$ cat config.mk
export PLATFORM = sky130hd
export DESIGN_NAME = nco_sweep_ctrl_flat
export DESIGN_NICKNAME = d
export VERILOG_FILES = /design/src/rtl/nco_sweep_ctrl_if.sv /design/src/rtl/nco_sweep_ctrl.sv /design/src/flat_wrapper.sv
export SDC_FILE = /design/constraint.sdc
export NUM_CORES = 1
export LEC_CHECK = 0
export ABC_AREA = 0
export BUFFER_PORTS_ARGS = -buffer_cell sky130_fd_sc_hd__buf_2
export CORE_UTILIZATION = 42
export CTS_CLUSTER_DIAMETER = 150
export DETAILED_ROUTE_END_ITERATION = 7
export PLACE_DENSITY = 0.59
export SLEW_MARGIN = 10
export SYNTH_ARGS = -nofsm -noshare
export SYNTH_HDL_FRONTEND = slang
export SYNTH_SLANG_ARGS = --single-unit
$ cat constraint.sdc
create_clock -name clk -period 5.9 [get_ports clk]
set_input_delay 0.295 -clock clk [delete_from_list [all_inputs] [get_ports clk]]
set_output_delay 0.295 -clock clk [all_outputs]
set_load 0.005 [all_outputs]
$ cat src/rtl/nco_sweep_ctrl_if.sv
// Sweep controller bus: start/abort request, sweep configuration,
// and the frequency word / status returned toward the NCO and system.
//   master: system side (drives start, abort, cfg_*; observes results)
//   slave : nco_sweep_ctrl (drives ctrl, busy, done, wrap, nco_rst)
interface nco_sweep_ctrl_if #(
    parameter int N  = 32,
    parameter int DW = 16
);
    logic          start;
    logic          abort;
    logic [N-1:0]  cfg_start;
    logic [N-1:0]  cfg_stop;
    logic [N-1:0]  cfg_step;
    logic [DW-1:0] cfg_dwell;
    logic          cfg_repeat;
    logic [N-1:0]  ctrl;
    logic          busy;
    logic          done;
    logic          wrap;
    logic          nco_rst;

    modport master (
        output start, abort, cfg_start, cfg_stop,
        output cfg_step, cfg_dwell, cfg_repeat,
        input  ctrl, busy, done, wrap, nco_rst
    );

    modport slave (
        input  start, abort, cfg_start, cfg_stop,
        input  cfg_step, cfg_dwell, cfg_repeat,
        output ctrl, busy, done, wrap, nco_rst
    );
endinterface

$ cat src/rtl/nco_sweep_ctrl.sv
// Linear frequency-sweep sequencer feeding an NCO control word.
// Ports: clk, rst (sync, active high), bus (nco_sweep_ctrl_if.slave):
//   start/abort/cfg_* in; ctrl word, busy, done, wrap, nco_rst out.
// Macro SWEEP_PHASE_RST_EN: pulse nco_rst at sweep start and every wrap;
// when undefined nco_rst is tied low.
module nco_sweep_ctrl #(
    parameter int N  = 32,
    parameter int DW = 16
) (
    input logic              clk,
    input logic              rst,
    nco_sweep_ctrl_if.slave  bus
);
    typedef enum logic [1:0] {
        S_IDLE  = 2'd0,
        S_DWELL = 2'd1,
        S_DONE  = 2'd2
    } state_t;

    state_t        state_q, state_d;
    logic [N-1:0]  ctrl_q, ctrl_d;
    logic [DW-1:0] cnt_q, cnt_d;
    logic [N-1:0]  start_q, start_d;
    logic [N-1:0]  stop_q, stop_d;
    logic [N-1:0]  step_q, step_d;
    logic [DW-1:0] dwell_q, dwell_d;
    logic          rep_q, rep_d;
    logic          up_q, up_d;
    logic          wrap_q, wrap_d;

    logic          accept;
    logic [N:0]    sum;
    logic [N:0]    dif;
    logic [N-1:0]  nxt;

    assign accept = (state_q == S_IDLE) && bus.start && !bus.abort;

    // Next step value; the extra MSB flags carry (up) or borrow (down)
    // so an overshoot past either end of the word clamps to stop.
    always_comb begin
        sum = {1'b0, ctrl_q} + {1'b0, step_q};
        dif = {1'b0, ctrl_q} - {1'b0, step_q};
        nxt = stop_q;
        if (step_q != '0) begin
            if (up_q) begin
                if (!sum[N] && (sum[N-1:0] <= stop_q))
                    nxt = sum[N-1:0];
            end else begin
                if (!dif[N] && (dif[N-1:0] >= stop_q))
                    nxt = dif[N-1:0];
            end
        end
    end

    always_comb begin
        state_d = state_q;
        ctrl_d  = ctrl_q;
        cnt_d   = cnt_q;
        start_d = start_q;
        stop_d  = stop_q;
        step_d  = step_q;
        dwell_d = dwell_q;
        rep_d   = rep_q;
        up_d    = up_q;
        wrap_d  = 1'b0;
        unique case (state_q)
            S_IDLE: begin
                if (accept) begin
                    start_d = bus.cfg_start;
                    stop_d  = bus.cfg_stop;
                    step_d  = bus.cfg_step;
                    dwell_d = bus.cfg_dwell;
                    rep_d   = bus.cfg_repeat;
                    up_d    = bus.cfg_stop >= bus.cfg_start;
                    ctrl_d  = bus.cfg_start;
                    cnt_d   = bus.cfg_dwell;
                    state_d = S_DWELL;
                end
            end
            S_DWELL: begin
                if (bus.abort) begin
                    ctrl_d  = '0;
                    cnt_d   = '0;
                    state_d = S_IDLE;
                end else if (cnt_q != '0) begin
                    cnt_d = cnt_q - 1'b1;
                end else if (ctrl_q != stop_q) begin
                    ctrl_d = nxt;
                    cnt_d  = dwell_q;
                end else if (rep_q) begin
                    ctrl_d = start_q;
                    cnt_d  = dwell_q;
                    wrap_d = 1'b1;
                end else begin
                    state_d = S_DONE;
                end
            end
            S_DONE: begin
                state_d = S_IDLE;
                if (bus.abort)
                    ctrl_d = '0;
            end
            default: begin
                state_d = S_IDLE;
            end
        endcase
    end

    always_ff @(posedge clk) begin
        if (rst) begin
            state_q <= S_IDLE;
            ctrl_q  <= '0;
            cnt_q   <= '0;
            start_q <= '0;
            stop_q  <= '0;
            step_q  <= '0;
            dwell_q <= '0;
            rep_q   <= 1'b0;
            up_q    <= 1'b0;
            wrap_q  <= 1'b0;
        end else begin
            state_q <= state_d;
            ctrl_q  <= ctrl_d;
            cnt_q   <= cnt_d;
            start_q <= start_d;
            stop_q  <= stop_d;
            step_q  <= step_d;
            dwell_q <= dwell_d;
            rep_q   <= rep_d;
            up_q    <= up_d;
            wrap_q  <= wrap_d;
        end
    end

    assign bus.ctrl = ctrl_q;
    assign bus.busy = (state_q == S_DWELL);
    assign bus.done = (state_q == S_DONE);
    assign bus.wrap = wrap_q;

`ifdef SWEEP_PHASE_RST_EN
    // High in the acceptance cycle so the NCO is reset on the same edge
    // that loads the first word, and alongside every wrap pulse.
    assign bus.nco_rst = (accept && !rst) || wrap_q;
`else
    assign bus.nco_rst = 1'b0;
`endif

endmodule

$ cat src/flat_wrapper.sv
// flat-port wrapper written by rule: the top's interface ports become plain ports
module nco_sweep_ctrl_flat 
#(
    parameter int N  = 32,
    parameter int DW = 16
)
  (clk, rst, bus_start, bus_abort, bus_cfg_start, bus_cfg_stop, bus_cfg_step, bus_cfg_dwell, bus_cfg_repeat, bus_ctrl, bus_busy, bus_done, bus_wrap, bus_nco_rst);
  nco_sweep_ctrl_if #(.N(N), .DW(DW)) bus_i ();
  input logic clk;
  input logic rst;
  input wire logic [$bits(bus_i.start)-1:0] bus_start;
  input wire logic [$bits(bus_i.abort)-1:0] bus_abort;
  input wire logic [$bits(bus_i.cfg_start)-1:0] bus_cfg_start;
  input wire logic [$bits(bus_i.cfg_stop)-1:0] bus_cfg_stop;
  input wire logic [$bits(bus_i.cfg_step)-1:0] bus_cfg_step;
  input wire logic [$bits(bus_i.cfg_dwell)-1:0] bus_cfg_dwell;
  input wire logic [$bits(bus_i.cfg_repeat)-1:0] bus_cfg_repeat;
  output wire logic [$bits(bus_i.ctrl)-1:0] bus_ctrl;
  output wire logic [$bits(bus_i.busy)-1:0] bus_busy;
  output wire logic [$bits(bus_i.done)-1:0] bus_done;
  output wire logic [$bits(bus_i.wrap)-1:0] bus_wrap;
  output wire logic [$bits(bus_i.nco_rst)-1:0] bus_nco_rst;
  assign bus_i.start = bus_start;
  assign bus_i.abort = bus_abort;
  assign bus_i.cfg_start = bus_cfg_start;
  assign bus_i.cfg_stop = bus_cfg_stop;
  assign bus_i.cfg_step = bus_cfg_step;
  assign bus_i.cfg_dwell = bus_cfg_dwell;
  assign bus_i.cfg_repeat = bus_cfg_repeat;
  assign bus_ctrl = bus_i.ctrl;
  assign bus_busy = bus_i.busy;
  assign bus_done = bus_i.done;
  assign bus_wrap = bus_i.wrap;
  assign bus_nco_rst = bus_i.nco_rst;
  nco_sweep_ctrl #(.N(N), .DW(DW)) u_core (.clk(clk), .rst(rst), .bus(bus_i));
endmodule
======== After elaboration in Yosys (flattened, before gate mapping) ========
Cells that the tools add are included.
storage, ports and cells
  input port bits ......................... 117
  register bits after elaboration ......... 165
  output and inout bits ................... 36
  word-level logic and storage cells ...... 68
operators by class
  add/subtract/negate cells ............... 3
  eq/ne operators ......................... 10
  multiplexer cells ....................... 24
  reduce and logical (&&, ||, !) cells .... 17
  magnitude comparators ................... 3
  bitwise logic cells ..................... 1
operators by type and width
  operator               number
  $mux 32                10
  $pmux 32 s3            1
  $mux 16                5
  $ge 32x32->1           2
  $add 32x32->33         1
  $sub 32x32->33         1
  $le 32x32->1           1
  $ne 32x32->1           1
  $pmux 16 s2            1
  $reduce_bool 32->1     1
  $reduce_bool 16->1     1
  $sub 16x1->16 const B  1
  $mux 2                 5
  $ne 3x3->1 const B     3
  $ne 5x2->1 const B     1
  $reduce_and 5->1       1
  $reduce_or 5->1        1
  $logic_and 1x1->1      4
  $ne 4x2->1 const B     1
  $pmux 2 s2             1
  $reduce_and 4->1       1
  $logic_not 1->1        3
  $reduce_and 3->1       1
  $reduce_bool 3->1      1
  other kinds (9)        9

======== Logic depth before layout (Yosys ltp) ========
  depth in word-level cells ............... 10
  depth in mapped cells ................... 23

======== Least setup slack after synthesis ========
Ideal clock, no wire load.
  kind .................................... flip-flop to flip-flop
  from .................................... register u_core.step_q[17]
  to ...................................... register u_core.ctrl_q[23] (netlist: u_core.bus.ctrl[23])
  path buffers ............................ 2
  cell stages (with the launch flop) ...... 24
  arrival ................................. 5.106 ns
  path slack .............................. 0.661 ns
  period minus slack after synthesis ...... 5.239 ns
  cell sequence ........................... dfxtp_1 > inv_1 > ha_1 > clkbuf_1 > nor2_1 > a211oi_1 > o211ai_1 > o211ai_1 > nand3b_1 > a211oi_1 > o21bai_1 > xnor2_1 > ha_1 > nand4_1 > nor4_1 > or3b_1 > nand2_1 > a2bb2oi_1 > nand3b_1 > nor2_8 > buf_8 > mux2_1 > a222oi_1 > a211oi_1
on the way
  word-level cells in the longest chain between the ends .. 10
  elaborated cells between the ends (all ways) .. 17
  those cells by class .................... add/sub: 2; order compare: 2; mux: 8; reduce/logical: 5
RTL lines
  what                                                     line                                        RTL
  from (decl)                                              nco_sweep_ctrl.sv:25                        logic [N-1:0] step_q, step_d;
  from (signal assigned)                                   nco_sweep_ctrl.sv:127                       step_q <= step_d;
  $sub 32x32->33 / $add 32x32->33 (equally long branches)  nco_sweep_ctrl.sv:42, nco_sweep_ctrl.sv:41
  $ge 32x32->1 (tied with other cells)                     nco_sweep_ctrl.sv:49                        if (!dif[N] && (dif[N-1:0] >= stop_q))
  $logic_and 1x1->1 (on tied branches)                     nco_sweep_ctrl.sv:49, nco_sweep_ctrl.sv:46
  $mux 32 (on tied branches)                               nco_sweep_ctrl.sv:49, nco_sweep_ctrl.sv:46
  $mux 32                                                  nco_sweep_ctrl.sv:45                        if (up_q) begin
  $mux 32 *                                                nco_sweep_ctrl.sv:44                        if (step_q != '0) begin
  $mux 32 *                                                nco_sweep_ctrl.sv:87                        end else if (ctrl_q != stop_q) begin
  $mux 32 *                                                nco_sweep_ctrl.sv:85                        end else if (cnt_q != '0) begin
  $mux 32 *                                                nco_sweep_ctrl.sv:81                        if (bus.abort) begin
  $pmux 32 s3 *                                            nco_sweep_ctrl.sv:66                        unique case (state_q)
  to (signal assigned)                                     nco_sweep_ctrl.sv:123                       ctrl_q <= ctrl_d;
  to (decl)                                                nco_sweep_ctrl.sv:21                        logic [N-1:0] ctrl_q, ctrl_d;
Every way passes the cells marked *; elsewhere a longest branch is shown, timed or not. The select of a mux whose other input is x is not followed.
A chain may end at the register's enable or synchronous reset.

======== Worst setup path in the final report ========
  from .................................... register u_core.step_q[12]
  to ...................................... register u_core.ctrl_q[23] (netlist: u_core.bus.ctrl[23])
Same word-level chain as after synthesis.

==> out/metrics.csv <==
metric,value,unit
synth_simple_gate_area_share,20.9,%
synthesis.nets,2248,
start_kind,flop,
finalWeightedCongestion,0.994,
first_pass_iters,6,
critPathSlowestCell,ha_1,
hp-class,primary input to flop,
ir_drop,277,uV
ios,153,
finalSetupTns,0,ns
final_nets,2377,
max_slew_margin,31.6,%
synth.distinct_cells,93,
area_growth,14.9,%
synth_edf_count,0,
start_util,42.6,%
drive_above_1_share,14.5,%
antenna_found_initial,1,
required,6.19,ns
portBuffers,151,
vias,14984,
finalCoreUtilization,49.0,%
clock_skew,0.0134,ns
power.density,491,nW/um^2
die_w,186,um
clkLatencyLatePin,0.45,ns
synth_compound_gate_area_share,27.7,%
drv_cap,0,
clk_pin_slew,0.08,ns
layout_common_cells,"295 x nand2_1, 268 x a21oi_1, 165 x dfxtp_1, 159 x ha_1, 150 x buf_2",
cts.sinks,165,
cp_top_family,simple AND/OR/NAND/NOR gates,
synth_area_per_cell,7.26,sq um
slowest_delay,0.50,ns
numCtsBuffers,17,
cp_max_fo,10,
critPathKind,flop to flop,
syn_area,14300,sq um
ant_nets,0,
synth_top_area_share,23.2,%
overflow,0,
synthArstFlopShare,0,%
die_y,186,um
rsz0062_at_grt,no,
gr-usage-all-layers,31.5,%
fillerInstances,3419,
crit_chain,inv_1 -> ha_1 -> nor2b_1 -> o31ai_1 -> a21oi_1 -> o21ai_1 -> nand2_1 -> a2111oi_1 -> nor2_1 -> xnor2_1 -> ha_1 -> nand4_1 -> nor4_2 -> or3b_1 -> nand2_1 -> a2bb2oi_2 -> nand3b_1 -> nor2_8 -> mux2_1 -> a222oi_1 -> a211oi_1,
synth_area_leader_cell,dfxtp_1,
p_leak,0.00677,uW
finalCriticalPeriod,5.64,ns
arrival,5.93,ns
core_area,33400,sq um
synth-seq-area-share,23.2,%
cts-root-buf,clkbuf_16,
synth-xor-area-share,5.41,%
slew_violations,0,
synth-adder-area-share,14.8,%
synth_top_family_by_area,compound AO/OA/AOI/OAI gates,
clockBufferDepth,2,
viasPerCell,5.87,
syn_inst,1963,
dpl.hpwl,42.9,mm
synth_area_leaders,"dfxtp_1 23%, ha_1 15%, a21oi_1 9.5%",
final-setup-viol-count,0,
placementRows,67,
layout_commonest_cell,nand2_1,
ys_ff_latch,165,
drc,0,
htreeDepth,4,
grt_pass1_vias,13896,
synthFlopType,dfxtp_1,
fin_crit_sh,95.5,%
wirelength,54.7,mm
die-area,34700,sq um
status,finished clean,
cts_tree,done,
finalHoldViolCount,0,
drt_iter0_drc,1473,
yosys_warnings,0,
antenna-diode-count,0,
worstMarginPinSlew,1.03,ns
synthMuxAreaShare,0.957,%
grt_max_degree,87,
cp-end-kind,flop,
crit_buf_inv,1,
grt_pass1_wl,82.0,mm
max_clock_freq,0.177,GHz
routedWlPerCell,21.4,um
## per-layer routing
metal | track usage [%] | up-vias | share of wire, %
met1 | 45.9 | 7008 | 47
met2 | 45.8 | 645 | 42
met5 | 0 | - | 0.024
li1 | - | 7251 | -
met4 | 11.2 | 2 | 3.2
met3 | 5.98 | 78 | 8.1
## layout make-up
cell class                      instances  area [sq um]  area share, %
Sequential cell                       165          3300           20.2
Clock inverter                         12           165           1.01
Multi-Input combinational cell       1549         10100           61.6
Clock buffer                           20           447           2.73
Tap cell                              448           561           3.42
Timing Repair Buffer                  221          1300           7.92
Inverter                              138           523           3.19
## per-stage QoR
step                      worst slack (ns)  area (sq um)  total power, uW  hold WS (ns)  std cells
final                                0.264         16400             8040        0.0711       2553
after detailed placement            0.0804         15700             6630         0.444       2521
after global placement               0.206         15700             6630         0.438       2521
after CTS                           0.0540         16300             7890        0.0604       2553
after floorplan                      0.661         14300             4790         0.431       1963
after global routing               0.00574         16400             8570        0.0714       2553
## what timing repair did
action,CTS,global route
buffers inserted,0,0
hold buffers,0,0
endpoints found under the setup margin,0,31
gates resized for setup,0,24
## worst min-delay path: stages
cell,delay (ns)
buf_2,0.09
nand2_1,0.05
a21oi_1,0.05
## sequential cells by signal (all words and copies together), names as in the netlist
signal,count
u_core.state_q,2
u_core.up_q,1
u_core.rep_q,1
u_core.start_q,32
u_core.bus.ctrl,32
u_core.stop_q,32
u_core.dwell_q,16
u_core.cnt_q,16
u_core.step_q,32
u_core.bus.wrap,1
## power by group
| group | internal, uW | switching, uW |
|---|---|---|
| logic | 2090 | 3270 |
| registers | 1260 | 200 |
| clock network | 687 | 534 |
## path summary, 6_finish.rpt
check / start / endpoint / slack [ns] / depth (start not counted)
max reg2reg: u_core.step_q[12]$_SDFFE_PP0P_ / u_core.bus.ctrl[23]$_SDFFE_PP0P_ / 0.26 / 21
min reg2reg: u_core.start_q[23]$_SDFFE_PP0P_ / u_core.start_q[23]$_SDFFE_PP0P_ / 0.45 / 2
max: u_core.step_q[12]$_SDFFE_PP0P_ / u_core.bus.ctrl[23]$_SDFFE_PP0P_ / 0.26 / 21
min: bus_cfg_step[26] / u_core.step_q[26]$_SDFFE_PP0P_ / 0.07 / 3
## logic make-up after synthesis
| family | count (synthesis) |
|---|---|
| buffers and inverters | 249 |
| flip-flops | 165 |
| AND/OR/NAND/NOR | 645 |
| XOR/XNOR | 88 |
| multiplexers | 13 |
| adder cells (fa/ha/maj) | 168 |
| AO/OA/AOI/OAI | 634 |
| other | 1 |
## Yosys cell counts, drive strengths merged, types with 11 or more instances
cell	count
a211oi	27
nand2b	16
nand3	49
nand2	297
clkbuf	89
nor2	112
o21ai	115
o21bai	12
a31oi	21
inv	137
a22oi	12
buf	22
a21o	35
o22ai	11
nand4	30
a21oi	271
nor2b	16
ha	166
nor4	23
xnor2	80
a221oi	17
nor3	55
and3	13
o211ai	27
o31ai	12
dfxtp	165
No activity file was read; power rests on OpenSTA's default activity.
